File: config.mk
export PLATFORM = sky130hd
export DESIGN_NAME = deserializer
export DESIGN_NICKNAME = d
export VERILOG_FILES = /design/src/rtl/deser_pkg.sv /design/src/rtl/deser_bit_sampler.sv /design/src/rtl/deserializer.sv
export SDC_FILE = /design/constraint.sdc
export NUM_CORES = 1
export LEC_CHECK = 0
export ABC_CLOCK_PERIOD_IN_PS = 3100
export CORE_MARGIN = 2
export CORE_UTILIZATION = 56
export DETAILED_ROUTE_END_ITERATION = 16
export PLACE_DENSITY = 0.86
export RECOVER_POWER = 25
export SLEW_MARGIN = 40
export SYNTH_ARGS = -nofsm -noshare
export SYNTH_HDL_FRONTEND = slang
export SYNTH_SLANG_ARGS = --single-unit
File: constraint.sdc
create_clock -name clk -period 3.1 [get_ports clk]
set_input_delay 0.62 -clock clk [delete_from_list [all_inputs] [get_ports clk]]
set_output_delay 0.62 -clock clk [all_outputs]
set_load 0.005 [all_outputs]
File: src/rtl/deser_pkg.sv
// rtl/deser_pkg.sv - shared types and size helpers for the deserializer
// Contents:
//   deser_state_t      receive FSM state encoding
//   DESER_DEF_*        default frame geometry
//   deser_idx_w()      width of a counter that holds indices 0..n-1 plus headroom
//   deser_last_idx()   clamp value for a latched last-index field
package deser_pkg;

  typedef enum logic [1:0] {
    IDLE    = 2'd0,
    RECEIVE = 2'd1,
    DONE    = 2'd2
  } deser_state_t;

  localparam int DESER_DEF_DATA_WIDTH = 32;
  localparam int DESER_DEF_DATA_DEPTH = 4;
  localparam int DESER_DEF_DIV_WIDTH  = 8;

  function automatic int deser_idx_w(input int n);
    return $clog2(n) + 1;
  endfunction

  function automatic int deser_last_idx(input int n);
    return n - 1;
  endfunction

endpackage

File: src/rtl/deser_bit_sampler.sv
// rtl/deser_bit_sampler.sv - bit-period counter and mid-point sampler for the deserializer
// Build option: DESER_MAJORITY_EN adds a 3-sample majority vote when clk_div >= 3.
// Ports:
//   clk, rst_n     clock, synchronous active-low reset
//   start          frame edge cycle: restart the bit period
//   run            advance the bit period this cycle
//   clk_div        latched bit period in cycles (never 0)
//   serial_in      raw serial line
//   bit_tick       last cycle of the current bit period
//   sample_valid   sample_bit carries the decided value of the current bit
//   sample_bit     decided bit value
module deser_bit_sampler
  import deser_pkg::*;
#(
  parameter int DIV_WIDTH = DESER_DEF_DIV_WIDTH
) (
  input  logic                 clk,
  input  logic                 rst_n,
  input  logic                 start,
  input  logic                 run,
  input  logic [DIV_WIDTH-1:0] clk_div,
  input  logic                 serial_in,
  output logic                 bit_tick,
  output logic                 sample_valid,
  output logic                 sample_bit
);

  logic [DIV_WIDTH-1:0] clk_cnt;
  logic [DIV_WIDTH-1:0] mid;
  // The line is viewed one cycle late so that the edge cycle (handled in IDLE)
  // is processed as count 0 of bit 0 in the first RECEIVE cycle.
  logic                 din_q;

  assign mid      = clk_div >> 1;
  assign bit_tick = run && (clk_cnt == clk_div - DIV_WIDTH'(1));

  always_ff @(posedge clk) begin
    if (!rst_n) begin
      clk_cnt <= '0;
      din_q   <= 1'b0;
    end else begin
      din_q <= serial_in;
      if (start) begin
        clk_cnt <= '0;
      end else if (run) begin
        clk_cnt <= bit_tick ? '0 : clk_cnt + DIV_WIDTH'(1);
      end
    end
  end

`ifdef DESER_MAJORITY_EN
  logic din_q2;
  logic din_q3;
  logic vote_en;

  always_ff @(posedge clk) begin
    if (!rst_n) begin
      din_q2 <= 1'b0;
      din_q3 <= 1'b0;
    end else begin
      din_q2 <= din_q;
      din_q3 <= din_q2;
    end
  end

  assign vote_en = (clk_div >= DIV_WIDTH'(3));

  // When the count reaches mid+1 the three delay taps hold mid+1, mid, mid-1.
  always_comb begin
    sample_valid = run && (clk_cnt == mid);
    sample_bit   = din_q;
    if (vote_en) begin
      sample_valid = run && (clk_cnt == mid + DIV_WIDTH'(1));
      sample_bit   = (din_q & din_q2) | (din_q & din_q3) | (din_q2 & din_q3);
    end
  end
`else
  assign sample_valid = run && (clk_cnt == mid);
  assign sample_bit   = din_q;
`endif

endmodule

File: src/rtl/deserializer.sv
// rtl/deserializer.sv - framed serial-to-parallel receiver with done/abort reporting
// Build option: DESER_MAJORITY_EN (see deser_bit_sampler).
// Ports:
//   clk, rst_n           clock, synchronous active-low reset
//   serial_in            serial data, one bit per clk_div cycles, LSB first
//   serial_en            frame-active qualifier; rising edge starts a frame
//   clk_div/width/depth  bit period, last bit index, last sample index
//   par_out              last completed frame, par_out[sample][bit]
//   done                 one-cycle pulse when par_out updates
//   busy                 frame reception in progress
//   frame_err            one-cycle pulse when a frame is aborted
//   bit_count            current bit index
//   sample_count         current sample index
module deserializer
  import deser_pkg::*;
#(
  parameter int DATA_WIDTH = DESER_DEF_DATA_WIDTH,
  parameter int DATA_DEPTH = DESER_DEF_DATA_DEPTH,
  parameter int DIV_WIDTH  = DESER_DEF_DIV_WIDTH
) (
  input  logic                                 clk,
  input  logic                                 rst_n,
  input  logic                                 serial_in,
  input  logic                                 serial_en,
  input  logic [DIV_WIDTH-1:0]                 clk_div,
  input  logic [$clog2(DATA_WIDTH):0]          width,
  input  logic [$clog2(DATA_DEPTH):0]          depth,
  output logic [DATA_DEPTH-1:0][DATA_WIDTH-1:0] par_out,
  output logic                                 done,
  output logic                                 busy,
  output logic                                 frame_err,
  output logic [$clog2(DATA_WIDTH):0]          bit_count,
  output logic [$clog2(DATA_DEPTH):0]          sample_count
);

  localparam int BW   = deser_idx_w(DATA_WIDTH);
  localparam int SW   = deser_idx_w(DATA_DEPTH);
  localparam int BSEL = $clog2(DATA_WIDTH);
  localparam int SSEL = $clog2(DATA_DEPTH);
  localparam logic [BW-1:0] W_MAX = BW'(deser_last_idx(DATA_WIDTH));
  localparam logic [SW-1:0] D_MAX = SW'(deser_last_idx(DATA_DEPTH));

  deser_state_t                          state;
  logic                                  en_q;
  logic [DIV_WIDTH-1:0]                  clk_div_r;
  logic [BW-1:0]                         width_r;
  logic [SW-1:0]                         depth_r;
  logic [DATA_DEPTH-1:0][DATA_WIDTH-1:0] stage;
  logic [DATA_DEPTH-1:0][DATA_WIDTH-1:0] stage_next;
  logic                                  start;
  logic                                  run;
  logic                                  bit_tick;
  logic                                  sample_valid;
  logic                                  sample_bit;

  // DONE also accepts a fresh edge, so one idle cycle between frames suffices.
  assign start = serial_en && !en_q && (state != RECEIVE);
  // en_q lines up with the delayed line view used by the sampler.
  assign run   = (state == RECEIVE) && en_q;

  deser_bit_sampler #(
    .DIV_WIDTH (DIV_WIDTH)
  ) u_sampler (
    .clk          (clk),
    .rst_n        (rst_n),
    .start        (start),
    .run          (run),
    .clk_div      (clk_div_r),
    .serial_in    (serial_in),
    .bit_tick     (bit_tick),
    .sample_valid (sample_valid),
    .sample_bit   (sample_bit)
  );

  // Next staging contents; par_out loads from here so a bit sampled on the
  // final tick (clk_div of 1 or 2) is included.
  always_comb begin
    stage_next = start ? '0 : stage;
    if (sample_valid) begin
      stage_next[sample_count[SSEL-1:0]][bit_count[BSEL-1:0]] = sample_bit;
    end
  end

  always_ff @(posedge clk) begin
    if (!rst_n) begin
      state        <= IDLE;
      en_q         <= 1'b0;
      clk_div_r    <= '0;
      width_r      <= '0;
      depth_r      <= '0;
      stage        <= '0;
      par_out      <= '0;
      done         <= 1'b0;
      busy         <= 1'b0;
      frame_err    <= 1'b0;
      bit_count    <= '0;
      sample_count <= '0;
    end else begin
      en_q      <= serial_en;
      done      <= 1'b0;
      frame_err <= 1'b0;
      stage     <= stage_next;
      case (state)
        RECEIVE: begin
          if (!en_q) begin
            state        <= IDLE;
            frame_err    <= 1'b1;
            busy         <= 1'b0;
            bit_count    <= '0;
            sample_count <= '0;
          end else if (bit_tick) begin
            if (bit_count == width_r) begin
              bit_count <= '0;
              if (sample_count == depth_r) begin
                state        <= DONE;
                done         <= 1'b1;
                busy         <= 1'b0;
                par_out      <= stage_next;
                sample_count <= '0;
              end else begin
                sample_count <= sample_count + SW'(1);
              end
            end else begin
              bit_count <= bit_count + BW'(1);
            end
          end
        end
        default: begin
          state <= IDLE;
          if (start) begin
            state        <= RECEIVE;
            busy         <= 1'b1;
            clk_div_r    <= (clk_div == '0) ? DIV_WIDTH'(1) : clk_div;
            width_r      <= (width > W_MAX) ? W_MAX : width;
            depth_r      <= (depth > D_MAX) ? D_MAX : depth;
            bit_count    <= '0;
            sample_count <= '0;
          end
        end
      endcase
    end
  end

endmodule

Word level (Yosys, flattened, before mapping)
Index checks and enable logic that the tools add are counted.

storage, ports and cells
  bits in registers = 297
  input port bits = 21
  output and inout bits = 140

cells by class
  add/sub/neg operators = 4
  order comparisons = 6
  eq/ne operators = 9
  mux-type cells = 36
  bitwise operators = 2
  reduce and logical (&&, ||, !) cells = 19

operators with widths
  operator               count
  $mux W128              2
  $bwmux W128            1
  $demux W32 S2          1
  $mux W6                6
  $mux W32               1
  $mux W3                7
  $mux W8                2
  $mux W1                10
  $mux W2                5
  $reduce_and A5 Y1      2
  $ne A3 B2 Y1 const B   3
  $add A8 B1 Y8 const B  1
  $eq A8 B7 Y1           1
  $eq A8 B8 Y1           1
  $logic_not A8 Y1       1
  $sub A8 B1 Y8 const B  1
  $logic_and A1 B1 Y1    7
  $add A6 B1 Y6 const B  1
  $eq A6 B6 Y1           1
  $gt A6 B5 Y1 const B   1
  $lt A5 B6 Y1 const B   1
  $reduce_and A2 Y1      3
  $reduce_and A3 Y1      2
  $demux W1 S5           1
  other kinds (13)       14

Longest topological paths before layout
  depth in word-level cells = 8
  mapped depth = 11

Modules after synthesis
From an unflattened synthesis, not the netlist that was laid out.

second synthesis, totals
  cell total of the unflattened synthesis = 1,465
  area, all modules = 12,985.0 um2

modules (own cells, without submodules)
  module             times used  cells an instance  area an instance (um2)  seq. area each (um2)
  deserializer       1           1,371              12,206.7                5,765.5
  deser_bit_sampler  1           94                 778.2                   180.2

Least setup slack after synthesis
Ideal clock, no wire load.

  path type = register to register
  start = reg clk_div_r[0]
  end = reg par_out[102] (netlist bit)
  data arrival time = 2,335 ps
  required time = 2,954 ps
  setup slack = 618 ps
  cell stages (with the launch flop) = 12
  buffers on the path = 3
  period minus slack after synthesis = 2,482 ps
  cells stage by stage = dfxtp_1 inv_1 ha_1 nor2b_1 or3_1 a31oi_1 o2111a_1 buf_6 and2_4 buf_12 buf_12 a211oi_2

on the way
  longest elaborated chain between the ends = 4

ends and longest elaborated chain
  item                         RTL line                 text
  start: declaration           deserializer.sv:45       logic [DIV_WIDTH-1:0] clk_div_r;
  start signal: assignment     deserializer.sv:133      clk_div_r <= (clk_div == '0) ? DIV_WIDTH'(1) : clk_div;
  $sub A8 B1 Y8                deser_bit_sampler.sv:35  assign bit_tick = run && (clk_cnt == clk_div - DIV_WIDTH'(1));
  $eq A8 B8 Y1                 deser_bit_sampler.sv:35
  $logic_and A1 B1 Y1          deser_bit_sampler.sv:35
  $reduce_and A5 Y1 (no line)  -
  end signal: assignment       deserializer.sv:118      par_out <= stage_next;
  end: declaration             deserializer.sv:28       output logic [DATA_DEPTH-1:0][DATA_WIDTH-1:0] par_out,

Every way passes these cells.
A chain may end at the register's enable or synchronous reset.

Final worst setup path
  start = reg clk_div_r[0]
  end = reg par_out[52] (netlist bit)

Same word-level chain as after synthesis.

==> out/results.tsv <==
metric	value	unit
via count	12000	
Netlist Area Pre-Place	13500	µm²
number of buffers added by the clock tree synthesis step	30	
worst reg2reg endpoint	par_out[52]	
hold path cells	1	
routed wire length	38.2	mm
top-level port count	161	
final setup violation count	0	
library cell with the largest summed area after synthesis	dfxtp_1	
Crit Path Class	register to register	
worst skew pair latency	560	ps
DRC violation count after routing	0	
deepest clock path buffer count	3	
full die area	25300	µm²
share of the cycle needed by the critical path after routing	0.951	
WP data arrival	3370	ps
Leak Pwr	5.72	nW
endpoint required time on the critical path	3520	ps
number of antenna-violating nets in the routed design	0	
origin of the critical flop-to-flop path	clk_div_r[0]	
FF+latch count, synth	297	
Finished Core Util	0.688	
outcome	finished, final reports clean	
Die Width	159	µm
worst reg-to-reg setup slack	150	ps
PostCTS Resize Cnt	0	
number of distinct library cells after synthesis	54	
type of the most critical hold path	register to register	
clock tree from TritonCTS	done	
maximum fanout along the worst path	23	
worst voltage drop across the vdd grid	0.000364	V
post-route cell area	16200	µm²
All-Layer GR Usage	0.288	
prevailing post-synth register cell	dfxtp_1	
initial standard-cell utilization of the core	0.573	
delay contributed by the slowest stage of the critical path	440	ps
CTS sink cnt	297	
global-route congestion overflow total	0	
count of hold-fix buffers inserted at cts	0	
post-CTS setup buffer count	0	
std cell rows	56	
Synth top area share	0.441	
cell at the root of the clock tree	clkbuf_16	
minimum period implied by the final worst setup slack	2950	ps
most crowded layer after global routing	met2	
fin. max-slew vios	0	
cells along the critical path	inv_1 -> ha_1 -> nor2b_1 -> or3_1 -> a31oi_1 -> o2111a_4 -> and2_4 -> buf_12 -> a211oi_2	
measured slew at the worst slew-check pin	1170	ps
most used standard cell by instance count after synthesis	dfxtp_1	
met1 Resource Use GR	0.381	
Clock H-tree levels	1	
average via count per standard cell	6.25	
DRT Pass-1 Iters	6	
Power, Total	8.01	mW
Post-Synthesis Net Count	1517	
number of global-route vias before repair	11200	
FF-to-FF path depth	9	
Synth Area per Inst	9.07	µm²
number of inserted diodes	0	
worst rel slew slack	0.221	
final-stage net count	1616	
leading post-synthesis cells by instance count	297 x dfxtp_1, 205 x a21oi_1, 182 x nor2_1, 162 x nand2_1, 131 x a31oi_1	
area of placed instances	15200	µm²
met3 Resource Use GR	0.0503	
non-filler instance count after layout	1927	
final weighted congestion in routability-driven placement	0.913	
GR Util met2	0.473	
Yosys warning count	0	
Worst Clk Skew	11.1	ps
family with the most delay on the worst path	compound AO/OA/AOI/OAI gates	
post-detail-place hpwl	24.3	mm
average wire per standard cell	19.8	µm
worst hold endpoint	depth_r[2]	
max-capacitance violation count	0	
Critical Path Start Type	register	
startpoint of the lowest-slack hold path	depth_r[2]	
number of synthesized flops with an enable pin	0	
input/output buffers	160	
pin count of the biggest net entering global routing	94	
post-synthesis sequential area ratio	0.441	
DRT iter0 DRCs	1307	
Synth area leaders	dfxtp_1 44%, a211oi_2 11%, a21oi_1 7.6%, a31oi_1 6.1%, nor2_1 5.1%	
setup total negative slack	0	ps
fraction of registers with async set/reset	0	
slowest stage cell on the critical path	dfxtp_1	
RSZ-0062 raised after global routing	false	
fmax	0.339	GHz
Die Height	159	µm
CP endpoint kind	register	
clock edge transition at the registers on the reported setup and hold paths	70	ps
area overhead of the layout relative to synthesis	20.0	%
power density over the cells	495	nW/µm²
placed instance count	1872	
area of the placeable core	23500	µm²
Hold Fails Final Rpt	0	
share of layout cells above drive strength 1	0.192	
Filler Cell Count	1732	
global-route wire length before repair	60.7	mm
Worst Path Buf+Inv	2	
number of antenna violations at the first check in global routing	0	
synthesized instance count	1486	
## layer usage
metal	vias to the layer above	wire (µm)
met5	-	0
met4	0	1450
met3	110	3420
met2	669	18000
met1	5753	15300
li1	5513	-
## cell type report
cell class / instances / area [µm²] / share of cell area
Clock buffer: 43 / 881 / 0.0544
Clock inverter: 12 / 124 / 0.00765
Inverter: 14 / 60.1 / 0.00371
Multi-Input combinational cell: 1032 / 6560 / 0.405
Sequential cell: 297 / 5950 / 0.368
Tap cell: 319 / 399 / 0.0247
Timing Repair Buffer: 210 / 2210 / 0.137
## registers in the layout, indices dropped and copies added, names as in the netlist
register              flops
depth_r                   3
sample_count              3
stage                   128
en_q                      1
u_sampler.clk_cnt         8
clk_div_r                 8
par_out                 128
u_sampler.sample_bit      1
bit_count                 6
width_r                   6
busy                      1
frame_err                 1
done                      1
state                     2
## placed cells by master, fill, tap and decap left out, drive strengths merged, types with 15 or more instances in the layout
cell type / synthesis / routed
a31oi: 131 / 131
nand2: 163 / 163
nor3: 24 / 24
clkbuf: 75 / 44
a211oi: 132 / 132
inv: 14 / 15
nor2: 182 / 182
dfxtp: 297 / 297
clkdlybuf4s50: 0 / 69
buf: 68 / 49
a21oi: 275 / 275
xor2: 18 / 18
dlygate4sd3: 0 / 91
## logic make-up (layout without fill, tap and decap cells)
group / count (synthesis) / after routing / share of synthesized area
AO/OA/AOI/OAI: 562 / 562 / 0.315
AND/OR/NAND/NOR: 428 / 428 / 0.139
flip-flops: 297 / 297 / 0.441
buffers and inverters: 157 / 279 / 0.0746
XOR/XNOR: 32 / 32 / 0.0208
adder cells (fa/ha/maj): 10 / 10 / 0.00928
## where the power goes
group	total, mW	internal [mW]	switching (mW)
registers	3.87	3.83	0.0354
logic	0.475	0.132	0.343
clock network	3.67	2.14	1.53
total	8.01	6.11	1.91
## per-stage QoR
| stage | setup slack (ps) | hold WS (ps) |
|---|---|---|
| after global routing | 36.8 | 524 |
| after floorplan | 618 | 473 |
| after global placement | 312 | 483 |
| after detailed placement | 243 | 486 |
| after CTS | 210 | 495 |
| final | 151 | 493 |
## worst register-to-register path: cells and delay by family (launching register included)
kind | cells | cell delay (ps)
adder cells (fa/ha/maj) | 1 | 300
buffers and inverters | 2 | 320
AND/OR/NAND/NOR | 3 | 860
AO/OA/AOI/OAI | 3 | 900
flip-flops | 1 | 440
## worst max path at each step
stage                 startpoint      endpoint  slack, ps  cells past startpoint
finish              clk_div_r[0]   par_out[52]        150                      9
floorplan           clk_div_r[0]  par_out[102]        620                     11
global placement    clk_div_r[0]   par_out[92]        310                      9
CTS                 clk_div_r[0]   par_out[52]        210                      9
detailed placement  clk_div_r[0]   par_out[52]        240                      9
global route        clk_div_r[0]   par_out[52]         40                      9
No activity file was read; power rests on OpenSTA's default activity.
